## config.mk

```make
export PLATFORM = sky130hd
export DESIGN_NAME = pc_sequencer
export DESIGN_NICKNAME = d
export VERILOG_FILES = /design/src/rtl/pc_sequencer.sv
export SDC_FILE = /design/constraint.sdc
export NUM_CORES = 1
export LEC_CHECK = 0
export ABC_AREA = 1
export CAP_MARGIN = 20
export CORE_ASPECT_RATIO = 1.4
export CORE_UTILIZATION = 35
export CTS_BUF_LIST = sky130_fd_sc_hd__clkbuf_2 sky130_fd_sc_hd__clkbuf_4 sky130_fd_sc_hd__clkbuf_8
export DETAILED_ROUTE_END_ITERATION = 8
export PLACE_DENSITY = 0.82
export SLEW_MARGIN = 20
export SYNTH_ARGS = -nofsm -noshare
export SYNTH_HDL_FRONTEND = slang
export SYNTH_SLANG_ARGS = --single-unit
export TNS_END_PERCENT = 30
```

## constraint.sdc

```tcl
create_clock -name clock -period 1.4 [get_ports clock]
set_input_delay 0.28 -clock clock [delete_from_list [all_inputs] [get_ports clock]]
set_output_delay 0.28 -clock clock [all_outputs]
set_load 0.03 [all_outputs]
```

## src/rtl/pc_sequencer.sv

```systemverilog
// Program-counter sequencer: fetches 1- or 2-byte instructions from a shared memory
// and computes the address the external pc register loads on every clock edge.
module pc_sequencer #(
  parameter int ADDR_WIDTH = 8
) (
  input  logic                  clock,
  input  logic                  reset,
  input  logic [ADDR_WIDTH-1:0] current_address,
  output logic [ADDR_WIDTH-1:0] next_address,
  output logic [ADDR_WIDTH-1:0] mem_addr,
  output logic                  mem_read,
  input  logic [ADDR_WIDTH-1:0] mem_data,
  input  logic                  mem_ready,
  input  logic                  zero_flag,
  output logic [ADDR_WIDTH-1:0] ir,
  output logic                  halted,
  output logic [1:0]            state_o
);

  typedef enum logic [1:0] {
    S_FETCH   = 2'd0,
    S_OPERAND = 2'd1,
    S_HALTED  = 2'd2
  } state_t;

  localparam logic [1:0] CLS_ALU  = 2'd0;
  localparam logic [1:0] CLS_JMP  = 2'd1;
  localparam logic [1:0] CLS_BZ   = 2'd2;
  localparam logic [1:0] CLS_HALT = 2'd3;
  localparam logic [ADDR_WIDTH-1:0] ONE = ADDR_WIDTH'(1);

  state_t                  state_q;
  logic [ADDR_WIDTH-1:0]   ir_q;
  logic                    halted_q;
  logic [1:0]              data_cls;
  logic [1:0]              ir_cls;
  logic [ADDR_WIDTH-1:0]   addr_inc;

  assign data_cls = mem_data[ADDR_WIDTH-1 -: 2];
  assign ir_cls   = ir_q[ADDR_WIDTH-1 -: 2];
  assign addr_inc = current_address + ONE;  // wraps at the top of the address space

  assign mem_addr = current_address;
  assign ir       = ir_q;
  assign halted   = halted_q;
  assign state_o  = state_q;

  // Memory handshake: mem_read is the request; a read completes on the posedge where
  // mem_read and mem_ready are both 1. mem_data is ignored in any other cycle, so a
  // stall simply holds the address and state.
  always_comb begin
    next_address = current_address;
    mem_read     = 1'b0;
    if (reset) begin
      next_address = '0;
    end else begin
      case (state_q)
        S_FETCH: begin
          mem_read = 1'b1;
          if (mem_ready && data_cls != CLS_HALT) next_address = addr_inc;
        end
        S_OPERAND: begin
          mem_read = 1'b1;
          if (mem_ready) begin
            if (ir_cls == CLS_JMP || (ir_cls == CLS_BZ && zero_flag)) next_address = mem_data;
            else next_address = addr_inc;
          end
        end
        default: next_address = current_address;
      endcase
    end
  end

  always_ff @(posedge clock) begin
    if (reset) begin
      state_q  <= S_FETCH;
      ir_q     <= '0;
      halted_q <= 1'b0;
    end else begin
      case (state_q)
        S_FETCH: begin
          if (mem_ready) begin
            ir_q <= mem_data;
            case (data_cls)
              CLS_ALU: state_q <= S_FETCH;
              CLS_HALT: begin
                state_q  <= S_HALTED;
                halted_q <= 1'b1;
              end
              default: state_q <= S_OPERAND;
            endcase
          end
        end
        S_OPERAND: begin
          // ir keeps the opcode; the operand byte only steers next_address.
          if (mem_ready) state_q <= S_FETCH;
        end
        S_HALTED: state_q <= S_HALTED;
        default:  state_q <= S_FETCH;
      endcase
    end
  end

endmodule

```

==> results of run 1 <==
==> metrics by stage <==
stage	cells	power [W]	hold slack, ns	utilization (%)	setup TNS (ns)
2_1_floorplan	184	0.000773	0.413	-	-0.747
3_3_place_gp	289	0.00106	0.475	61.5	-7.34
3_5_place_dp	289	0.00107	0.483	61.5	-7.82
4_1_cts	294	0.00147	0.443	67.4	-2.37
5_1_grt	295	0.00156	0.501	67.8	-3.01
6_report	295	0.00148	0.453	67.8	-2.43
==> kinds of logic after synthesis <==
kind of cell | share of synthesized area, %
flops | 20.2
compound gates | 25.9
xor+xnor | 1.61
fa+ha+maj | 3.44
buf+inv | 16.4
simple gates | 32.5
==> timing repair <==
action,CTS,global route
setup buffers,0,1
pin swaps,16,10
setup endpoints to repair,18,9
gates cloned,1,0
gates resized for setup,82,11
hold buffers,0,0
==> tightest hold or removal path: cells and delay by family <==
family | cells | cell delay (ns)
and+or+nand+nor | 2 | 0.13
buffers and inverters | 2 | 0.24
==> per-layer routing <==
metal / global-route usage (%) / up-vias / routed length [um]
li1: - / 743 / -
met1: 22.1 / 703 / 1480
met2: 47.4 / 55 / 2150
met3: 2.00 / 15 / 145
met4: 21.0 / 0 / 128
met5: 0 / - / 0
==> path summary, 6_finish.rpt <==
path / endpoint / cells after the start / slack, ns
max: next_address[2] / 7 / -0.34
min: ir[7] / 4 / 0.45
max reg2reg: ir[1] / 6 / 0.21
min reg2reg: halted / 1 / 0.48
==> area by class of cell <==
class | instances | area (um2) | share of cell area (%)
Multi-Input combinational cell | 140 | 870 | 44.1
Tap cell | 37 | 46.3 | 2.35
Timing Repair Buffer | 84 | 693 | 35.2
Sequential cell | 11 | 235 | 11.9
Inverter | 19 | 78.8 | 4.00
Clock buffer | 4 | 48.8 | 2.47
==> power breakdown <==
| part | total, W | internal, W | switching, W |
|---|---|---|---|
| Clock | 0.000344 | 0.000220 | 0.000124 |
| Sequential | 0.000362 | 0.000339 | 0.0000228 |
| Combinational | 0.000775 | 0.000329 | 0.000447 |
| Total | 0.00148 | 0.000888 | 0.000594 |
==> state kept, by name, indices dropped and copies added (netlist names) <==
name	flops
state_o	2
ir	8
halted	1
==> cells in the final DEF (no fill, tap or decap), types with 6 or more instances in the layout <==
cell type / synthesis / routed
a21oi_1: 23 / 15
a21oi_2: 1 / 7
buf_4: 11 / 46
buf_6: 1 / 11
clkdlybuf4s50_1: 0 / 6
dfxtp_1: 11 / 7
dlygate4sd2_1: 0 / 14
inv_1: 15 / 13
nand2_1: 30 / 21
nand2_2: 4 / 8
nand2_4: 0 / 6
nand3_1: 12 / 11
nor2_1: 29 / 25
o21ai_0: 21 / 14
o21ai_1: 3 / 8
==> qor.csv, run 1 <==
stage,metric,value,unit
run_status,outcome,"complete, but fails checks",
run_status,violated checks,setup timing,
placement,detailed placer's ending HPWL,2740,um
worst_setup_path,crit-path cells,"nor2_4, inv_2, a21oi_1, o21ai_2, o211ai_1, a21oi_2, buf_6",
logic_synthesis,cell with the most instances after synthesis,nand2_1,
cts,root buf cell,clkbuf_8,
worst_setup_path,critical path endpoint category,output pin,
global_route,GRT overflow,0,
logic_synthesis,proportion of netlist area held by the largest area contributor,20.2,%
worst_setup_path,CP max stage cell,dfxtp_4,
global_route,first-pass GRT wire length,6090,um
sta,Slew @ Worst Pin,0.312,ns
logic_synthesis,most area-consuming cells after synthesis,"dfxtp_1 (20%), a21oi_1 (11%), nand2_1 (10%)",
worst_setup_path,crit path launch type,flip-flop,
logic_synthesis,most area-hungry cell type in the Yosys netlist,dfxtp_1,
placement,DP Area,1790,um2
die,io pins,48,
min_path,worst hold path startpoint,mem_data[7],
global_route,initial antenna violation count,0,
detailed_routing,Final ANT Viol Nets,0,
pwr,Pleak,0.962,nW
die,Die X,49.2,um
cts,CTS max path bufs,2,
cts,Clock Sinks,11,
logic_synthesis,post-synthesis area per instance,5.93,um2
sta,max_slew headroom,79.3,%
worst_setup_path,critical-path maximum fanout,4,
finish,fraction of layout cells with a size suffix above 1,45.7,%
sta,max-slew violations,0,
sta,FMAX,574,MHz
detailed_routing,initial DRC count,44,
detailed_routing,first drt pass iteration count,4,
sta,"Hold Vio Cnt, Final",0,
detailed_routing,Vias,1516,
logic_synthesis,register area share after synthesis,20.2,%
finish,post-route design area,1970,um2
logic_synthesis,Post-synth top cells,"nand2_1 (30), nor2_1 (29), a21oi_1 (23)",
logic_synthesis,Post-synth ARST share,0,%
cts,TritonCTS clock tree,done,
worst_setup_path,crit path DAT,1.46,ns
cts,Inserted Clock Buffers,3,
finish,final net count,282,
cts,Skew-Pair Late Insertion Delay,0.24,ns
job,# Max-Cap Violations,0,
die,# rows,23,
finish,antenna cell count,0,
die,initial core utilization,37.5,%
logic_synthesis,"Warnings, synthesis",0,
finish,Area Overhead vs Synth,80.7,%
global_route,largest net degree at the start of global routing,12,
worst_setup_path,RR Startpoint,state_o[1],
placement,I/O Buffers,47,
sta,final setup fails,8,
sta,period utilization,124,%
detailed_routing,routed len/inst,13.2,um
placement,pre-CTS WS,-0.727,ns
worst_setup_path,Worst EP required,1.12,ns
logic_synthesis,Main synth FF type,dfxtp_1,
cts,H-tree Lvls,1,
logic_synthesis,Post-synth EDFFs,0,
sta,fin worst setup slack,-0.342,ns
min_path,Hold Crit Class,input pin to flip-flop,
placement,gp weighted congestion,0.899,
worst_setup_path,"Buf+Inv Stages, Crit Path",2,
worst_setup_path,CP top delay family,compound AO/OA/AOI/OAI gates,
sta,clk_skew,0.000996,ns
pwr,worst vdd ir,0.717,mV
logic_synthesis,Synth Cell Area,1090,um2
logic_synthesis,Syn Nets,207,
finish,Filler Cells Inserted,266,
worst_setup_path,CP Launch Point,state_o[1],
global_route,vias in the first global route,1476,
sta,RSZ-0062 raised after global routing,true,
pwr,Pwr Density,751,nW/um2
detailed_routing,vias per cell,5.14,
logic_synthesis,"Distinct cells, synth",26,
global_route,GRT Total Usage,24.0,%
die,core region area,2910,um2
cts,"Reg clk slew, reported paths",0.05,ns
worst_setup_path,CP Class,flip-flop to output pin,
die,Die Ht,68.1,um
worst_setup_path,"slowest stage delay, CP",0.37,ns
detailed_routing,DRT Wirelength,3910,um
sta,min Tclk post-route,1.74,ns
logic_synthesis,Synth Register Bits,11,
detailed_routing,DRC,0,
die,die area,3350,um2
logic_synthesis,cells after synthesis,184,
Power figures use the tool's default switching activity.
==> inputs of run 2 (changes only) <==
--- a/config.mk
+++ b/config.mk
@@ -8,10 +8,12 @@
 export ABC_AREA = 1
 export CAP_MARGIN = 20
 export CORE_ASPECT_RATIO = 1.4
-export CORE_UTILIZATION = 35
+export CORE_MARGIN = 4
+export CORE_UTILIZATION = 39
 export CTS_BUF_LIST = sky130_fd_sc_hd__clkbuf_2 sky130_fd_sc_hd__clkbuf_4 sky130_fd_sc_hd__clkbuf_8
+export CTS_CLUSTER_SIZE = 40
 export DETAILED_ROUTE_END_ITERATION = 8
-export PLACE_DENSITY = 0.82
+export PLACE_DENSITY = 0.89
 export SLEW_MARGIN = 20
 export SYNTH_ARGS = -nofsm -noshare
 export SYNTH_HDL_FRONTEND = slang
==> run 2 against run 1 <==
  * The flow still finishes with violations (setup timing)
  * Largest power group unchanged
  * Total power is 2.0% lower
  * Sequential cell count did not move
  * Fmax shrank 4.2%
  * Sequential share of layout area decreased by 0.38 points
  * Global-route usage is 0.54 points higher
  * Register-to-register slack worse by 0.12 ns
  * Cell area is 3.3% higher
==> qor.csv, run 2 (synthesis results as in run 1) <==
stage,metric,value,unit,change
run_status,outcome,"complete, but fails checks",,unchanged
run_status,violated checks,setup timing,,unchanged
pwr,worst vdd ir,0.673,mV,was 0.717 mV
placement,detailed placer's ending HPWL,2940,um,was 2740 um
sta,max_slew headroom,79.1,%,was 79.3%
min_path,worst hold path startpoint,reset,,was mem_data[7]
pwr,Pwr Density,713,nW/um2,was 751 nW/um2
global_route,Most Crowded Layer GR,met2,,unchanged
global_route,GRT overflow,0,,unchanged
detailed_routing,DRC,0,,unchanged
cts,Inserted Clock Buffers,3,,unchanged
sta,RSZ-0062 raised after global routing,true,,unchanged
finish,Filler Cells Inserted,179,,was 266
finish,fraction of layout cells with a size suffix above 1,47.7,%,was 45.7%
die,die area,3720,um2,was 3350 um2
pwr,clock share of power,16.5,%,was 23.2%
sta,min Tclk post-route,1.82,ns,was 1.74 ns
cts,TritonCTS clock tree,done,,unchanged
die,initial core utilization,41.3,%,was 37.5%
detailed_routing,Final ANT Viol Nets,0,,unchanged
finish,post-route design area,2040,um2,was 1970 um2
sta,FMAX,550,MHz,was 574 MHz
sta,Hold WS,0.388,ns,was 0.453 ns
die,io pins,48,,unchanged
worst_setup_path,RR Startpoint,state_o[1],,unchanged
sta,clk_skew,0.00232,ns,was 0.000996 ns
detailed_routing,first drt pass iteration count,4,,unchanged
placement,DP Area,1810,um2,was 1790 um2
worst_setup_path,R2R cell count,6,,unchanged
cts,"Reg clk slew, reported paths",0.07,ns,was 0.05 ns
sta,period utilization,130,%,was 124%
finish,"most common cell after layout, fill and taps aside",buf_4,,unchanged
finish,antenna cell count,0,,unchanged
global_route,met2 GRT Util,43.4,%,was 47.4%
detailed_routing,DRT Wirelength,4490,um,was 3910 um
sta,max-slew violations,0,,unchanged
pwr,Sw Ratio,42.3,%,was 40.1%
pwr,Sequential Power Share,24.9,%,was 24.4%
cts,CTS max path bufs,2,,unchanged
detailed_routing,Vias,1569,,was 1516
worst_setup_path,reg2reg setup slack,0.09,ns,was 0.21 ns
finish,Area Overhead vs Synth,86.7,%,was 80.7%
global_route,first-pass GRT wire length,7060,um,was 6090 um
placement,pre-CTS WS,-0.724,ns,was -0.727 ns
worst_setup_path,critical-path maximum fanout,5,,was 4
worst_setup_path,CP Launch Point,ir[7],,was state_o[1]
sta,"Hold Vio Cnt, Final",0,,unchanged
die,core region area,2640,um2,was 2910 um2
sta,fin worst setup slack,-0.419,ns,was -0.342 ns
finish,most frequent cells in the layout,"buf_4 (45), nor2_1 (25), nand2_1 (21)",,"was buf_4 (46), nor2_1 (25), nand2_1 (21)"
pwr,Combinational Power Share,58.5,%,was 52.3%
global_route,GR met1 Demand/Resource,25.5,%,was 22.1%
placement,gp weighted congestion,0.976,,was 0.899
worst_setup_path,CP Class,flip-flop to output pin,,unchanged
worst_setup_path,R2R Path End,halted,,was ir[1]
min_path,Hold Path End,state_o[0],,was ir[7]
worst_setup_path,critical path endpoint category,output pin,,unchanged
cts,H-tree Lvls,1,,unchanged
global_route,initial antenna violation count,0,,unchanged
finish,max FFs per register,8,,unchanged
min_path,Hold Crit Class,input pin to flip-flop,,unchanged
die,# rows,22,,was 23
global_route,vias in the first global route,1657,,was 1476
pwr,post-layout total power,0.00145,W,was 0.00148 W
die,Die Ht,70.6,um,was 68.1 um
pwr,P_int,0.000838,W,was 0.000888 W
worst_setup_path,Worst EP required,1.12,ns,about the same
pwr,Switch Pwr,0.000614,W,was 0.000594 W
cts,root buf cell,clkbuf_4,,was clkbuf_8
global_route,largest net degree at the start of global routing,11,,was 12
worst_setup_path,crit path launch type,flip-flop,,unchanged
detailed_routing,initial DRC count,83,,was 44
detailed_routing,routed len/inst,15.2,um,was 13.2 um
cts,Clock Sinks,11,,unchanged
worst_setup_path,crit path DAT,1.54,ns,was 1.46 ns
cts,Skew-Pair Late Insertion Delay,0.27,ns,was 0.24 ns
sta,final setup fails,8,,unchanged
pwr,Pleak,1.01,nW,was 0.962 nW
job,# Max-Cap Violations,0,,unchanged
min_path,hold path depth,3,,was 4
sta,Slew @ Worst Pin,0.314,ns,was 0.312 ns
finish,final net count,284,,was 282
global_route,GRT Total Usage,24.6,%,was 24.0%
global_route,routing usage on met3,3.58,%,was 2.00%
placement,I/O Buffers,47,,unchanged
detailed_routing,vias per cell,5.30,,was 5.14
die,Die X,52.7,um,was 49.2 um
run 2: worst max-delay path, stage by stage, from the launching register on:
cell	delay [ns]
dfxtp_4	0.37
nand2_4	0.05
nand2_4	0.09
nand2_8	0.09
buf_12	0.14
o21ai_2	0.12
inv_2	0.05
a21oi_2	0.15
nor2_2	0.06
buf_6	0.13
run 2: area by class of cell:
type                       instances  area, um2  area share [%]
sequential                        11        235            11.5
inverter                          19       76.3            3.75
timing repair buffer              87        754            37.0
tap                               36       45.0            2.21
clock buffer                       4       30.0            1.47
multi-input combinational        139        896            44.0
run 2: per-layer routing:
layer,routed length [um],vias up
li1,-,750
met4,174,0
met2,2350,73
met1,1720,726
met5,0,-
met3,237,20
run 2: timing repair:
item                                    in CTS  in global routing
endpoints found under the setup margin      29                 11
hold buffers                                 0                  0
resized for setup                           60                 40
pin swaps                                   16                 14
cloned                                       1                  0
buffers inserted                             1                  0
run 2: worst max-delay path by stage:
stage / endpoint / slack (ns) / cells after the start
detailed placement: next_address[6] / -0.72 / 11
finish: next_address[5] / -0.42 / 9
global route: next_address[5] / -0.49 / 9
global placement: next_address[6] / -0.70 / 11
floorplan: next_address[1] / -0.13 / 8
CTS: next_address[4] / -0.45 / 9
run 2: stage by stage:
step / util [%] / TNS (ns) / cells
final: 77.1 / -3.09 / 296
after global routing: 77.1 / -3.73 / 296
after CTS: 74.7 / -3.35 / 296
after detailed placement: 68.6 / -8.56 / 290
after global placement: 68.6 / -7.81 / 290
after floorplan: - / -0.747 / 184
run 2: power by group through the flow:
| stage | registers [W] | logic, W | clock network [W] |
|---|---|---|---|
| global placement | 0.000365 | 0.000713 | 0 |
| global route | 0.000366 | 0.000904 | 0.000266 |
| floorplan | 0.000416 | 0.000358 | 0 |
| CTS | 0.000359 | 0.000782 | 0.000255 |
| detailed placement | 0.000365 | 0.000721 | 0 |
| finish | 0.000362 | 0.000850 | 0.000240 |
==> inputs of run 3 (changes only) <==
--- a/config.mk
+++ b/config.mk
@@ -5,13 +5,11 @@
 export SDC_FILE = /design/constraint.sdc
 export NUM_CORES = 1
 export LEC_CHECK = 0
-export ABC_AREA = 1
 export CAP_MARGIN = 20
 export CORE_ASPECT_RATIO = 1.4
 export CORE_MARGIN = 4
 export CORE_UTILIZATION = 39
 export CTS_BUF_LIST = sky130_fd_sc_hd__clkbuf_2 sky130_fd_sc_hd__clkbuf_4 sky130_fd_sc_hd__clkbuf_8
-export CTS_CLUSTER_SIZE = 40
 export DETAILED_ROUTE_END_ITERATION = 8
 export PLACE_DENSITY = 0.89
 export SLEW_MARGIN = 20
==> constraint.sdc (replaced) <==
create_clock -name clock -period 1.6 [get_ports clock]
set_input_delay 0.32 -clock clock [delete_from_list [all_inputs] [get_ports clock]]
set_output_delay 0.32 -clock clock [all_outputs]
set_load 0.03 [all_outputs]
==> run 3 against run 2 <==
  * The flow still finishes with violations (setup timing)
  * Total power fell by 21%
  * Sequential power is 13% lower
  * Via count fell by 7.4%
  * Register-to-register slack improved by 0.18 ns
  * Non-clock buffer count up 8
  * Combinational power down 25%
  * Cell count fell by 10%
  * Clock-buffer cell count did not move
  * Clock skew increased by 0.0066 ns
==> qor.csv, run 3 <==
stage,metric,value,unit,change
run_status,outcome,"complete, but fails checks",,unchanged
run_status,violated checks,setup timing,,unchanged
finish,Area Overhead vs Synth,89.9,%,was 86.7%
sta,max-slew violations,0,,unchanged
sta,Slew @ Worst Pin,0.360,ns,was 0.314 ns
detailed_routing,DRT Wirelength,4110,um,was 4490 um
detailed_routing,Final ANT Viol Nets,0,,unchanged
die,Die Ht,70.8,um,was 70.6 um
logic_synthesis,Post-synth ARST share,0,%,unchanged
finish,max FFs per register,8,,unchanged
cts,root buf cell,clkbuf_4,,unchanged
detailed_routing,routed len/inst,15.5,um,was 15.2 um
logic_synthesis,cell with the most instances after synthesis,nor2_1,,was nand2_1
placement,I/O Buffers,47,,unchanged
die,core region area,2670,um2,was 2640 um2
logic_synthesis,register area share after synthesis,20.0,%,was 20.2%
worst_setup_path,critical path endpoint category,output pin,,unchanged
cts,TritonCTS clock tree,done,,unchanged
worst_setup_path,"slowest stage delay, CP",0.36,ns,was 0.37 ns
die,Die X,52.9,um,was 52.7 um
logic_synthesis,Post-synth top cells,"nor2_1 (27), a21oi_1 (12), dfxtp_1 (11), mux2i_1 (11), buf_4 (9)",,"was nand2_1 (30), nor2_1 (29), a21oi_1 (23)"
finish,post-route design area,2090,um2,was 2040 um2
pwr,Pleak,1.02,nW,was 1.01 nW
global_route,GRT Total Usage,21.8,%,was 24.6%
cts,Inserted Clock Buffers,3,,unchanged
worst_setup_path,CP max stage cell,dfxtp_4,,unchanged
logic_synthesis,most area-consuming cells after synthesis,"dfxtp_1 (20%), mux2i_1 (10%), nor2_1 (9.2%)",,"was dfxtp_1 (20%), a21oi_1 (11%), nand2_1 (10%)"
finish,Filler Cells Inserted,197,,was 179
global_route,first-pass GRT wire length,6380,um,was 7060 um
global_route,GRT overflow,0,,unchanged
sta,max_slew headroom,76.0,%,was 79.1%
sta,final setup fails,8,,unchanged
cts,"Reg clk slew, reported paths",0.07,ns,about the same
worst_setup_path,crit-path cells,"nand3b_4, and2_4, buf_6, a2bb2oi_2, a31oi_2, nor4_4, buf_4",,"was nand2_4, nand2_4, nand2_8, buf_12, o21ai_2, inv_2, a21oi_2, nor2_2, buf_6"
finish,final net count,254,,was 284
cts,Skew-Pair Late Insertion Delay,0.26,ns,was 0.27 ns
job,# Max-Cap Violations,0,,unchanged
global_route,largest net degree at the start of global routing,14,,was 11
die,die area,3750,um2,was 3720 um2
worst_setup_path,critical-path maximum fanout,6,,was 5
finish,"most common cell after layout, fill and taps aside",buf_4,,unchanged
finish,antenna cell count,0,,unchanged
worst_setup_path,CP Class,flip-flop to output pin,,unchanged
global_route,vias in the first global route,1435,,was 1657
worst_setup_path,crit path DAT,1.75,ns,was 1.54 ns
logic_synthesis,Syn Nets,171,,was 207
pwr,Pwr Density,551,nW/um2,was 713 nW/um2
die,# rows,22,,unchanged
worst_setup_path,crit path launch type,flip-flop,,unchanged
detailed_routing,initial DRC count,37,,was 83
detailed_routing,Vias,1453,,was 1569
sta,fin worst setup slack,-0.475,ns,was -0.419 ns
cts,Clock Sinks,11,,unchanged
pwr,post-layout total power,0.00115,W,was 0.00145 W
sta,clk_skew,0.00894,ns,was 0.00232 ns
pwr,worst vdd ir,0.666,mV,was 0.673 mV
cts,H-tree Lvls,1,,unchanged
min_path,Hold Crit Class,input pin to flip-flop,,unchanged
sta,FMAX,482,MHz,
detailed_routing,DRC,0,,unchanged
logic_synthesis,"Warnings, synthesis",0,,unchanged
logic_synthesis,post-synthesis area per instance,7.43,um2,was 5.93 um2
logic_synthesis,"Distinct cells, synth",42,,was 26
finish,register area,233,um2,was 235 um2
logic_synthesis,cells after synthesis,148,,was 184
logic_synthesis,proportion of netlist area held by the largest area contributor,20.0,%,was 20.2%
placement,detailed placer's ending HPWL,3090,um,was 2940 um
die,initial core utilization,41.2,%,was 41.3%
cts,CTS Hold Buffers Added,0,,unchanged
logic_synthesis,Synth Cell Area,1100,um2,was 1090 um2
finish,most frequent cells in the layout,"buf_4 (55), nor2_1 (24), mux2i_1 (11)",,"was buf_4 (45), nor2_1 (25), nand2_1 (21)"
global_route,initial antenna violation count,0,,unchanged
logic_synthesis,most area-hungry cell type in the Yosys netlist,dfxtp_1,,unchanged
detailed_routing,vias per cell,5.46,,was 5.30
logic_synthesis,Synth Register Bits,11,,unchanged
logic_synthesis,Main synth FF type,dfxtp_1,,unchanged
detailed_routing,first drt pass iteration count,4,,unchanged
worst_setup_path,Worst EP required,1.28,ns,was 1.12 ns
finish,fraction of layout cells with a size suffix above 1,51.7,%,was 47.7%
finish,area of the multi-input gates,958,um2,was 896 um2
cts,CTS max path bufs,2,,unchanged
placement,DP Area,1900,um2,was 1810 um2
die,io pins,48,,unchanged
sta,period utilization,130,%,
sta,min Tclk post-route,2.07,ns,
placement,gp weighted congestion,0.883,,was 0.976
sta,"Hold Vio Cnt, Final",0,,unchanged
logic_synthesis,Post-synth EDFFs,0,,unchanged
sta,RSZ-0062 raised after global routing,true,,unchanged
[run 3: power by group]
group          switching [W]  leakage (nW)  internal [W]  total [W]
clock network      0.0000874        0.0184      0.000113   0.000201
logic               0.000337         0.904      0.000299   0.000636
registers          0.0000221        0.0929      0.000292   0.000314
total               0.000446          1.02      0.000705    0.00115
[run 3: final timing paths]
check	from	endpoint	slack (ns)	cells after the start
worst min-delay path	mem_data[6]	ir[6]	0.47	4
worst min register to register	halted	halted	0.47	2
worst max register to register	state_o[1]	ir[3]	0.27	4
worst max-delay path	ir[6]	next_address[3]	-0.47	7
[run 3: metrics by stage]
stage / setup slack, ns / util, % / hold slack, ns / TNS, ns / instances
floorplan: -0.194 / - / 0.466 / -0.939 / 148
global placement: -0.726 / 71.1 / 0.457 / -8.67 / 257
detailed placement: -0.756 / 71.1 / 0.465 / -9.92 / 257
CTS: -0.467 / 76.5 / 0.462 / -3.35 / 264
global route: -0.549 / 78.2 / 0.500 / -3.55 / 266
finish: -0.475 / 78.2 / 0.465 / -3.04 / 266
[run 3: cell type report]
type	count	area share, %
timing repair buffer	95	38.6
clock buffer	4	1.44
multi-input combinational	116	45.9
inverter	4	0.719
sequential	11	11.1
tap	36	2.16
[run 3: what timing repair did]
action / 4_1_cts / 5_1_grt
gates cloned: 0 / 0
resized for setup: 63 / 17
setup endpoints to repair: 23 / 16
setup buffers: 3 / 2
pin swaps: 19 / 5
[run 3: cell families after synthesis]
logic type | after synthesis | share of synthesized area [%]
buffers and inverters | 21 | 12.1
flip-flops | 11 | 20.0
adder cells (fa/ha/maj) | 3 | 3.41
AND/OR/NAND/NOR | 64 | 31.5
XOR/XNOR | 1 | 0.797
AO/OA/AOI/OAI | 37 | 22.2
multiplexers | 11 | 10.0
[run 3: metal layers]
layer	vias to the layer above	global-route usage, %	routed length (um)
met5	-	0	0
li1	696	-	-
met4	0	7.39	68
met2	53	39.9	2200
met3	8	2.74	207
met1	696	25.0	1640
[run 3: worst max-delay path, delay by kind of cell (launching register included)]
family | cells | cell delay [ns]
and+or+nand+nor | 3 | 0.51
DFF | 1 | 0.36
buffers and inverters | 2 | 0.34
AOI/OAI and AO/OA | 2 | 0.29
